## src/rtl/spi_master_nx.sv

```systemverilog
// spi_master_nx: SPI master with configurable width, CPOL/CPHA, bit order, NUM_SS selects.
// Optional internal loopback on CTRL bit3 when SPI_LOOPBACK_EN is defined.
module spi_master_nx #(
   parameter int DATA_W = 8,
   parameter int NUM_SS = 4,
   parameter int DIV_W  = 8
) (
   input  logic              clk,
   input  logic              rst,
   input  logic              cs,
   input  logic              wr,
   input  logic              rd,
   input  logic [1:0]        addr,
   input  logic [DATA_W-1:0] in_data,
   output logic [DATA_W-1:0] out_data,
   output logic              sclk,
   output logic              mosi,
   input  logic              miso,
   output logic [NUM_SS-1:0] ss_n
);
   localparam int BW = $clog2(DATA_W);
   localparam logic [BW:0] LAST_TOG = (BW+1)'(2*DATA_W-1);
   localparam logic [BW-1:0] LAST_BIT = BW'(DATA_W-1);

   typedef enum logic [1:0] {IDLE, SETUP, SHIFT, HOLD} state_t;

   state_t            state;
   logic [DIV_W-1:0]  clk_div, div_l, cnt;
   logic              cpha, cpol, lsbf;
   logic              cpha_l, cpol_l, lsbf_l;
   logic [3:0]        ss_idx;
   logic [DATA_W-1:0] tx_shift, rx_shift, rx_data;
   logic [BW:0]       tog;
   logic              busy, done, wcol;
   logic [NUM_SS-1:0] ss_dec;
   logic              wr_en, rd_en, tick, s_bit;
   logic [BW-1:0]     bitn, nbit;

`ifdef SPI_LOOPBACK_EN
   logic loop_en, loop_l;
   assign s_bit = loop_l ? mosi : miso;
`else
   logic loop_en;
   assign loop_en = 1'b0;
   assign s_bit = miso;
`endif

   assign wr_en = cs && wr;
   assign rd_en = cs && rd;
   assign tick  = (cnt == div_l);
   assign bitn  = tog[BW:1];
   assign nbit  = bitn + 1'b1;

   // wire position of the n-th transmitted bit for the chosen order
   function automatic logic [BW-1:0] bpos(input logic lsb, input logic [BW-1:0] n);
      return lsb ? n : LAST_BIT - n;
   endfunction

   // one-hot low select; out-of-range index leaves every line high
   always_comb begin
      ss_dec = '1;
      for (int i = 0; i < NUM_SS; i++)
         if (ss_idx == 4'(i)) ss_dec[i] = 1'b0;
   end

   // register read mux; zero unless a read strobe is present
   always_comb begin
      out_data = '0;
      if (rd_en) begin
         case (addr)
            2'b00:   out_data = rx_data;
            2'b01:   out_data[2:0] = {wcol, done, busy};
            2'b10:   out_data[DIV_W-1:0] = clk_div;
            default: out_data[7:0] = {ss_idx, loop_en, lsbf, cpol, cpha};
         endcase
      end
   end

   // register file, transfer FSM and shifter
   always_ff @(posedge clk or posedge rst) begin
      if (rst) begin
         state    <= IDLE;
         clk_div  <= '0;
         div_l    <= '0;
         cnt      <= '0;
         cpha     <= 1'b0;
         cpol     <= 1'b0;
         lsbf     <= 1'b0;
         cpha_l   <= 1'b0;
         cpol_l   <= 1'b0;
         lsbf_l   <= 1'b0;
         ss_idx   <= '0;
         tx_shift <= '0;
         rx_shift <= '0;
         rx_data  <= '0;
         tog      <= '0;
         busy     <= 1'b0;
         done     <= 1'b0;
         wcol     <= 1'b0;
         sclk     <= 1'b0;
         mosi     <= 1'b0;
         ss_n     <= '1;
`ifdef SPI_LOOPBACK_EN
         loop_en  <= 1'b0;
         loop_l   <= 1'b0;
`endif
      end else begin
         if (rd_en && addr == 2'b01) wcol <= 1'b0;
         if (rd_en && addr == 2'b00) done <= 1'b0;
         if (wr_en && busy && addr != 2'b01) wcol <= 1'b1;
         if (state != IDLE) cnt <= tick ? '0 : cnt + 1'b1;
         unique case (state)
            IDLE: begin
               sclk <= cpol;
               ss_n <= '1;
               if (wr_en) begin
                  case (addr)
                     2'b00: begin
                        tx_shift <= in_data;
                        state    <= SETUP;
                        busy     <= 1'b1;
                        done     <= 1'b0;
                        ss_n     <= ss_dec;
                        cnt      <= '0;
                        tog      <= '0;
                        div_l    <= clk_div;
                        cpha_l   <= cpha;
                        cpol_l   <= cpol;
                        lsbf_l   <= lsbf;
`ifdef SPI_LOOPBACK_EN
                        loop_l   <= loop_en;
`endif
                        if (!cpha) mosi <= in_data[bpos(lsbf, BW'(0))];
                     end
                     2'b10: clk_div <= in_data[DIV_W-1:0];
                     2'b11: begin
                        cpha   <= in_data[0];
                        cpol   <= in_data[1];
                        lsbf   <= in_data[2];
                        ss_idx <= in_data[7:4];
`ifdef SPI_LOOPBACK_EN
                        loop_en <= in_data[3];
`endif
                     end
                     default: ;
                  endcase
               end
            end
            SETUP: if (tick) state <= SHIFT;
            SHIFT: if (tick) begin
               sclk <= ~sclk;
               tog  <= tog + 1'b1;
               if (!tog[0]) begin
                  if (!cpha_l) rx_shift[bpos(lsbf_l, bitn)] <= s_bit;
                  else         mosi <= tx_shift[bpos(lsbf_l, bitn)];
               end else begin
                  if (cpha_l) rx_shift[bpos(lsbf_l, bitn)] <= s_bit;
                  else if (bitn != LAST_BIT)
                     mosi <= tx_shift[bpos(lsbf_l, nbit)];
               end
               if (tog == LAST_TOG) begin
                  sclk  <= cpol_l;
                  state <= HOLD;
               end
            end
            HOLD: if (tick) begin
               rx_data <= rx_shift;
               ss_n    <= '1;
               busy    <= 1'b0;
               done    <= 1'b1;
               state   <= IDLE;
            end
         endcase
      end
   end
endmodule

```

## config.mk

```make
export PLATFORM = sky130hd
export DESIGN_NAME = spi_master_nx
export DESIGN_NICKNAME = d
export VERILOG_FILES = /design/src/rtl/spi_master_nx.sv
export SDC_FILE = /design/constraint.sdc
export NUM_CORES = 1
export LEC_CHECK = 0
export ABC_AREA = 0
export CORE_MARGIN = 5
export CORE_UTILIZATION = 53
export CTS_CLUSTER_DIAMETER = 200
export DETAILED_ROUTE_END_ITERATION = 16
export HOLD_SLACK_MARGIN = 0.1
export PLACE_DENSITY_LB_ADDON = 0.2
export SLEW_MARGIN = 20
export SYNTH_ARGS = -nofsm -noshare
export SYNTH_HDL_FRONTEND = slang
export SYNTH_SLANG_ARGS = --single-unit
```

## constraint.sdc

```tcl
create_clock -name clk -period 2.2 [get_ports clk]
set_input_delay 0.55 -clock clk [delete_from_list [all_inputs] [get_ports clk]]
set_output_delay 0.55 -clock clk [all_outputs]
set_load 0.005 [all_outputs]
```

---- Yosys cells after proc, flatten, opt, wreduce, memory -nomap -nowiden ----
Cells that the tools add are included.
operators by class
  add/sub/neg operators ................... 5
  multipliers ............................. 0
  divide/modulo/power cells ............... 0
  $lt $le $gt $ge ......................... 4
  equal/unequal tests ..................... 25
  shifts and indexed selects .............. 0
  mux-type cells .......................... 65
  bitwise operators ....................... 1
  reductions and logical operators ........ 25
operator list
  cell                   number
  $mux W8                9
  $mux W1                27
  $mux W4                6
  $ne A2 B2 Y1 const B   8
  $pmux W4 S2            2
  $pmux W5 S3            1
  $lt A3 B4 Y1 const B   3
  $mux W2                6
  $ne A3 B3 Y1 const B   4
  $reduce_and A4 Y1      3
  $bmux W1 S3            3
  $mux W3                3
  $pmux W3 S3            1
  $reduce_and A3 Y1      3
  $add A8 B1 Y8 const B  1
  $bwmux W8              1
  $eq A2 B2 Y1 const B   4
  $eq A4 B2 Y1 const B   2
  $eq A8 B8 Y1           1
  $pmux W1 S2            4
  $pmux W2 S4            1
  $reduce_and A8 Y1      1
  $reduce_bool A2 Y1     4
  $logic_and A1 B1 Y1    7
  other kinds (14)       20
word-level totals
  register bits after elaboration ......... 73
  bits in latches ......................... 0
  bits in writable memories ............... 0
  bits in read-only memories .............. 0
  bits of input ports ..................... 16
  output and inout bits ................... 14
  memories ................................ 0

---- Depth between registers and ports, before layout ----
Gate-level depths: netlist of run 1.
  word-level depth ........................ 10
  mapped depth ............................ 10
  depth with buffers taken out ............ 8

---- Worst setup path before layout of run 1 ----
OpenSTA, ideal clock, no wires.
  path kind ............................... in2out
  start ................................... input addr[0]
  end ..................................... output out_data[2]
  arrival time ............................ 1.436 ns
  data required time ...................... 1.650 ns
  path slack .............................. 0.214 ns
  stages on the path ...................... 3
  path buffers ............................ 1
  path through ............................ buf_2 mux4_2 nor2b_1
on the way
  longest elaborated chain between the ends .. 3
RTL lines
  element                                     RTL line  text
  start: declaration                          13        input logic [1:0] addr,
  $eq A2 B2 Y1, or another cell as far along  70        case (addr)
  $pmux W3 S3 (*)                             70
  $mux W8 (*)                                 69        if (rd_en) begin
  end: declaration                            15        output logic [DATA_W-1:0] out_data,
Mark *: on every way between the ends. The rest lies on a longest branch, timed or not.

---- Final worst setup path of run 1 ----
  start ................................... register tog[2]
  end ..................................... register mosi
on the way
  longest elaborated chain between the ends .. 10
RTL lines
  element                        RTL line  text
  start: declaration             33        logic [BW:0] tog;
  start signal: assignment       152       tog <= tog + 1'b1;
  $add A3 B1 Y3                  52        assign nbit = bitn + 1'b1;
  $sub A3 B3 Y3                  56        return lsb ? n : LAST_BIT - n;
  $mux W3                        56
  $bmux W1 S3                    159       mosi <= tx_shift[bpos(lsbf_l, nbit)];
  $mux W1 (not written as such)  159
  $mux W1                        158       else if (bitn != LAST_BIT)
  $mux W1                        157       if (cpha_l) rx_shift[bpos(lsbf_l, bitn)] <= s_bit;
  $mux W1                        153       if (!tog[0]) begin
  $mux W1                        150       SHIFT: if (tick) begin
  $pmux W1 S2                    112       unique case (state)
  end signal: assignment         133       if (!cpha) mosi <= in_data[bpos(lsbf, BW'(0))];
  end signal: assignment         155       else mosi <= tx_shift[bpos(lsbf_l, bitn)];
  end signal: assignment         159
  end: declaration               17        output logic mosi,
Several ways; a longest one is shown, not always the timed one. The select of a mux whose other input is x is not followed.
A chain may end at the register's enable or synchronous reset.

==> flow_metrics.py, run 1 <==
metrics = {
    "critical_path": {
        "startpoint_type": "register",
        "criticalPathCategory": "reg2reg",
        "cp-end-kind": "register",
        "r2r_cells": 8,
        "crit_path_max_fanout": 5,
        "worstPathArrival_ns": 2.37,
        "r2r-start": "tog[2]",
        "crit_start": "tog[2]",
        "worstPathRequired_ns": 2.44,
    },
    "layout": {
        "layout-drive-gt1-share": 0.311,
        "diodes": 0,
        "syn2layout_area_growth_pct": 23.3,
        "finalNetCount": 449,
    },
    "placement": {
        "port_buffers": 29,
        "dpl.hpwl_um": 6930,
        "place_worst_setup_slack_ns": -0.661,
        "gp_congestion": 0.902,
    },
    "logic_synthesis": {
        "ys_types": 58,
        "synth_edf_count": 0,
        "ys.warnings.count": 0,
        "synth_top_area_frac": 0.433,
        "synth_largest_area_cell": "dfrtp_1",
        "synth_ff_type": "dfrtp_1",
        "synth_nets": 384,
        "synth_area_leaders": "dfrtp_1 43%, mux2_2 12%, ha_1 3.1%, dfstp_2 2.6%, nor2_1 2.6%",
        "ys_seq_area_frac": 0.460,
        "netlist_area_um2": 3990,
        "async_reset_ff_frac": 1.00,
        "ys_seq_elements": 73,
        "synth_cells": 358,
        "synth_area_per_cell_um2": 11.1,
    },
    "timing": {
        "setup_viol_count_final": 0,
        "worst_pin_slew_ns": 0.518,
        "setup_tns_ns": 0,
        "final.setup.worst_slack_ns": 0.0706,
        "slew_headroom": 0.651,
        "hold_viol_final": 0,
        "worst_clock_skew_ns": 0.00812,
        "drv_slew": 0,
        "finalCritPeriodShare": 0.968,
        "min_period_ns": 2.13,
        "rsz0062_at_grt": "no",
        "fmax_ghz": 0.470,
    },
    "global_routing": {
        "antenna_found_initial": 0,
        "grt_pass1_wl_um": 15400,
        "grt_pass1_vias": 2966,
        "gr-total-overflow": 0,
        "grt_usage": 0.205,
        "grt_max_degree": 74,
    },
    "hold_path": {
        "hold_path_depth": 2,
        "hp-class": "reg2reg",
        "min-delay-start": "ss_n[2]",
    },
    "detailed_routing": {
        "dr.pass1.iters": 6,
        "drc_errors": 0,
        "drt-total-wl_um": 9230,
        "wl_per_cell_um": 17.5,
        "via_per_inst": 5.65,
        "final_antenna_net_count": 0,
        "vias": 2976,
        "dr.first_iter.drc_count": 152,
    },
    "floorplan": {
        "die_area_um2": 9360,
        "fp.coreArea_um2": 7290,
        "core.rowCount": 31,
        "initial_core_util": 0.547,
        "die_h_um": 96.7,
        "ios": 30,
        "die_w_um": 96.7,
    },
    "power": {
        "irDropWorstVdd_mv": 0.677,
        "p_per_area_nw_per_um2": 1240,
        "p_leak_nw": 2.21,
    },
    "flow_run": {
        "cap_violations": 0,
    },
    "clocking": {
        "clk_pin_slew_ns": 0.08,
        "clock_sinks": 73,
        "cts.htree.levels": 3,
        "cts_buffers": 9,
        "cts_buffer_depth": 2,
        "root_buffer": "clkbuf_8",
        "clk_latency_ns": 0.36,
        "cts_tree": "done",
    },
    "outcome": {
        "status": "completed",
    },
}
==> logic make-up (layout without fill, tap and decap cells) <==
logic type / after synthesis / after routing / share of synthesized area
AND/OR/NAND/NOR: 98 / 98 / 0.140
AO/OA/AOI/OAI: 72 / 72 / 0.118
flip-flops: 73 / 73 / 0.460
adder cells (fa/ha/maj): 10 / 10 / 0.0314
buffers and inverters: 29 / 99 / 0.0370
multiplexers: 62 / 62 / 0.183
XOR/XNOR: 14 / 14 / 0.0308
==> critical path, stage by stage (launching register included) <==
cell	delay [ns]
dfrtp_1	0.39
ha_2	0.40
buf_4	0.16
mux2i_1	0.11
buf_4	0.16
a22o_1	0.23
o31ai_1	0.23
a211oi_1	0.07
mux2_2	0.27
==> sequential cells by signal, summed over array words and instances, names as in the netlist <==
register  flops
div_l         8
lsbf_l        1
cnt           8
ss_idx        4
wcol          1
done          1
tog           4
state         2
cpol          1
cpol_l        1
sclk          1
tx_shift      8
busy          1
lsbf          1
ss_n          4
clk_div       8
rx_shift      8
cpha_l        1
mosi          1
rx_data       8
cpha          1
==> cell type report <==
type / count / area [um2]
Fill cell: 584 / 2380
Multi-Input combinational cell: 256 / 2050
Sequential cell: 73 / 1830
Timing Repair Buffer: 69 / 637
Clock buffer: 10 / 128
Tap cell: 99 / 124
Clock inverter: 6 / 90.1
Inverter: 14 / 56.3
==> routing by layer <==
metal / share of wire / routed length [um] / GRT usage / up-vias
met1: 0.47 / 4320 / 0.289 / 1461
met4: 0.010 / 95 / 0.0572 / 0
met5: 0 / 0 / 0 / -
met2: 0.47 / 4350 / 0.312 / 66
met3: 0.049 / 456 / 0.0547 / 13
li1: - / - / - / 1436
==> cell usage after synthesis, types with 4 or more instances <==
master and number:
dfrtp_1 69, mux2_2 41, nor2_1 28, a21oi_1 18, nand2_1 18, inv_1 14
nand3_1 12, o21ai_0 11, ha_1 10, mux2i_1 10, o22ai_1 9, xnor2_1 9
buf_2 7, a31oi_1 6, a22o_1 5, mux2_1 5, nand4_1 5, nor2b_1 5
xor2_1 5, a211oi_1 4, and3_1 4, buf_4 4, dfstp_2 4
==> where the power goes <==
group | leakage (nW) | internal (mW) | switching (mW)
clock | 0.107 | 0.643 | 0.530
combinational | 1.19 | 1.36 | 1.24
sequential | 0.910 | 1.84 | 0.470
==> metrics by stage <==
step                      hold WS, ns  total power [mW]  cells  area [um2]  utilization
after global placement          0.453              4.75    504        4610        0.632
final                           0.472              6.07    527        4910        0.674
after CTS                       0.473              6.09    527        4880        0.670
after global routing            0.488              6.48    527        4910        0.674
after detailed placement        0.457              4.84    504        4610        0.632
after floorplan                 0.449              3.95    358        3990            -
==> worst paths after layout <==
| check | slack, ns | to |
|---|---|---|
| max | 0.07 | mosi |
| min | 0.47 | ss_n[2] |
| max reg2reg | 0.07 | mosi |
| min reg2reg | 0.47 | ss_n[2] |
| max in group asynchronous | 1.20 | ss_n[3] |
| min in group asynchronous | 0.63 | tog[2] |
==> placed cells by master, fill, tap and decap left out, types with 6 or more instances in the layout <==
master and instances:
o21ai_0 11, mux2_2 41, buf_4 36, dfrtp_1 67
inv_1 13, a31oi_1 6, ha_1 8, a21oi_1 18
xnor2_1 9, nand2_1 17, nand3_1 12, mux2i_1 10
o22ai_1 9, nor2_1 28, clkbuf_8 9, clkdlybuf4s50_1 17
==> what timing repair did <==
item	4_1_cts	5_1_grt
hold buffers	0	0
endpoints found under the hold margin	0	0
gates resized for setup	27	8
setup endpoints to repair	11	5
pin swaps	1	2
setup buffers	7	0
No activity file was read; power rests on OpenSTA's default activity.
==> run 2, diff against run 1 <==
--- a/config.mk
+++ b/config.mk
@@ -7,12 +7,12 @@
 export LEC_CHECK = 0
 export ABC_AREA = 0
 export CORE_MARGIN = 5
-export CORE_UTILIZATION = 53
+export CORE_UTILIZATION = 28
 export CTS_CLUSTER_DIAMETER = 200
+export CTS_CLUSTER_SIZE = 25
 export DETAILED_ROUTE_END_ITERATION = 16
 export HOLD_SLACK_MARGIN = 0.1
 export PLACE_DENSITY_LB_ADDON = 0.2
-export SLEW_MARGIN = 20
 export SYNTH_ARGS = -nofsm -noshare
 export SYNTH_HDL_FRONTEND = slang
 export SYNTH_SLANG_ARGS = --single-unit
==> run 2 against run 1 <==
Effect of this change:
- sequential share of layout area fell by 0.90 points
- final cell count increased by 15%
- largest cell class unchanged
- hold slack lost 0.0058 ns
==> flow_metrics.py, run 2 (synthesis results as in run 1) <==
metrics = {
    "timing": {
        "setup_viol_count_final": 0,
        "setup_tns_ns": 0,
        "hold_viol_final": 0,
        "drv_slew": 0,
        "whs_ns": 0.466,
        "slew_headroom": 0.596,
        "worst_pin_slew_ns": 0.600,
        "finalCritPeriodShare": 0.966,
        "rsz0062_at_grt": "no",
        "worst_clock_skew_ns": 0.00776,
        "min_period_ns": 2.12,
        "fmax_ghz": 0.471,
    },
    "layout": {
        "final_cell_mix": "68 x dfrtp_1, 41 x mux2_2, 31 x buf_4",
        "syn2layout_area_growth_pct": 26.2,
        "fin_cells": 604,
        "fill_cells": 1406,
        "diodes": 0,
        "finalNetCount": 445,
        "layout_commonest_cell": "dfrtp_1",
        "final_cell_area_um2": 5030,
        "layout-drive-gt1-share": 0.304,
    },
    "power": {
        "p_per_area_nw_per_um2": 1250,
        "total_power_mw": 6.29,
        "irDropWorstVdd_mv": 0.480,
        "p_leak_nw": 2.22,
    },
    "floorplan": {
        "fp.coreArea_um2": 13900,
        "initial_core_util": 0.286,
        "core.rowCount": 43,
        "die_h_um": 129,
        "ios": 30,
        "die_area_um2": 16700,
        "die_w_um": 129,
    },
    "critical_path": {
        "r2r_cells": 8,
        "r2r-start": "tog[1]",
        "criticalPathCategory": "reg2out",
        "cp_slowest_cell": "mux4_2",
        "crit_family": "multiplexers",
        "path_buf_inv": 1,
        "crit_start": "clk_div[2]",
        "worstPathRequired_ns": 1.65,
        "cpPeakStageDelay_ns": 0.46,
        "endpoint": "out_data[2]",
        "worstPathArrival_ns": 1.57,
        "cp-end-kind": "primary output",
        "path_depth": 3,
        "r2r_slack_ns": 0.13,
        "crit_path_max_fanout": 3,
        "r2r-end": "mosi",
        "startpoint_type": "register",
        "cp_cell_sequence": "mux4_2 -> nor2b_1 -> clkdlybuf4s15_1",
    },
    "global_routing": {
        "gr-total-overflow": 0,
        "antenna_found_initial": 0,
        "grt_pass1_wl_um": 16700,
        "grt_pass1_vias": 3006,
        "grt_max_degree": 36,
        "grt_usage": 0.132,
    },
    "placement": {
        "dpl.hpwl_um": 7950,
        "dpl.cell_count": 585,
        "gp_congestion": 0.801,
        "port_buffers": 29,
        "place_area_um2": 4710,
    },
    "clocking": {
        "cts_buffer_depth": 2,
        "clk_latency_ns": 0.34,
        "clk_pin_slew_ns": 0.06,
        "cts_tree": "done",
        "cts_buffers": 9,
        "root_buffer": "clkbuf_16",
        "cts.htree.levels": 3,
        "clock_sinks": 73,
        "cts_hold_buf": 0,
    },
    "detailed_routing": {
        "dr.pass1.iters": 4,
        "dr.first_iter.drc_count": 197,
        "vias": 2928,
        "drc_errors": 0,
        "via_per_inst": 4.85,
        "drt-total-wl_um": 10200,
        "wl_per_cell_um": 16.9,
        "final_antenna_net_count": 0,
    },
    "flow_run": {
        "cap_violations": 0,
    },
    "outcome": {
        "status": "completed",
    },
    "hold_path": {
        "hp-class": "reg2reg",
    },
}
run 2: how the worst min path moves through the flow:
stage | cells after the start | start | slack [ns] | to
after floorplan | 2 | ss_n[2] | 0.45 | ss_n[2]
after global placement | 2 | ss_n[2] | 0.46 | ss_n[2]
after detailed placement | 2 | ss_n[2] | 0.46 | ss_n[2]
after CTS | 2 | ss_n[2] | 0.47 | ss_n[2]
after global routing | 2 | ss_n[2] | 0.49 | ss_n[2]
final | 2 | ss_n[2] | 0.47 | ss_n[2]
run 2: per-layer routing:
layer | vias to the layer above | routed length, um | GRT usage
met5 | - | 0 | 0
met4 | 0 | 173 | 0.0587
met3 | 12 | 343 | 0.0264
met2 | 44 | 4420 | 0.184
met1 | 1459 | 5300 | 0.196
li1 | 1413 | - | -
run 2: per-stage QoR:
stage / worst slack, ns / util
after floorplan: 0.214 / -
after global placement: -0.638 / 0.338
after detailed placement: -0.692 / 0.338
after CTS: -0.147 / 0.360
after global routing: 0.00300 / 0.361
final: 0.0758 / 0.361
run 2: power breakdown:
part | internal, mW | switching, mW
clock | 0.828 | 0.589
combinational | 1.30 | 1.22
sequential | 1.84 | 0.515
run 2: worst register-to-register path, stage by stage, from the launching register on:
cell,delay (ns)
dfrtp_1,0.38
ha_2,0.20
ha_1,0.34
inv_1,0.07
a211oi_1,0.21
a21oi_1,0.07
a2111oi_1,0.31
a211oi_1,0.11
mux2_2,0.28
run 2: timing repair:
item / CTS / global route
cloned: 0 / 0
endpoints found under the setup margin: 14 / 8
buffers inserted: 3 / 0
resized for setup: 26 / 9
pin swaps: 3 / 1
run 2: final cells by class:
| cell class | instances | area [um2] | area share |
|---|---|---|---|
| clock buffers | 11 | 253 | 0.0502 |
| well taps | 180 | 225 | 0.0448 |
| multi-input cells | 256 | 2020 | 0.402 |
| clock inverters | 5 | 37.5 | 0.00746 |
| inverters | 14 | 56.3 | 0.0112 |
| repair buffers | 65 | 603 | 0.120 |
| flip-flops and latches | 73 | 1830 | 0.364 |
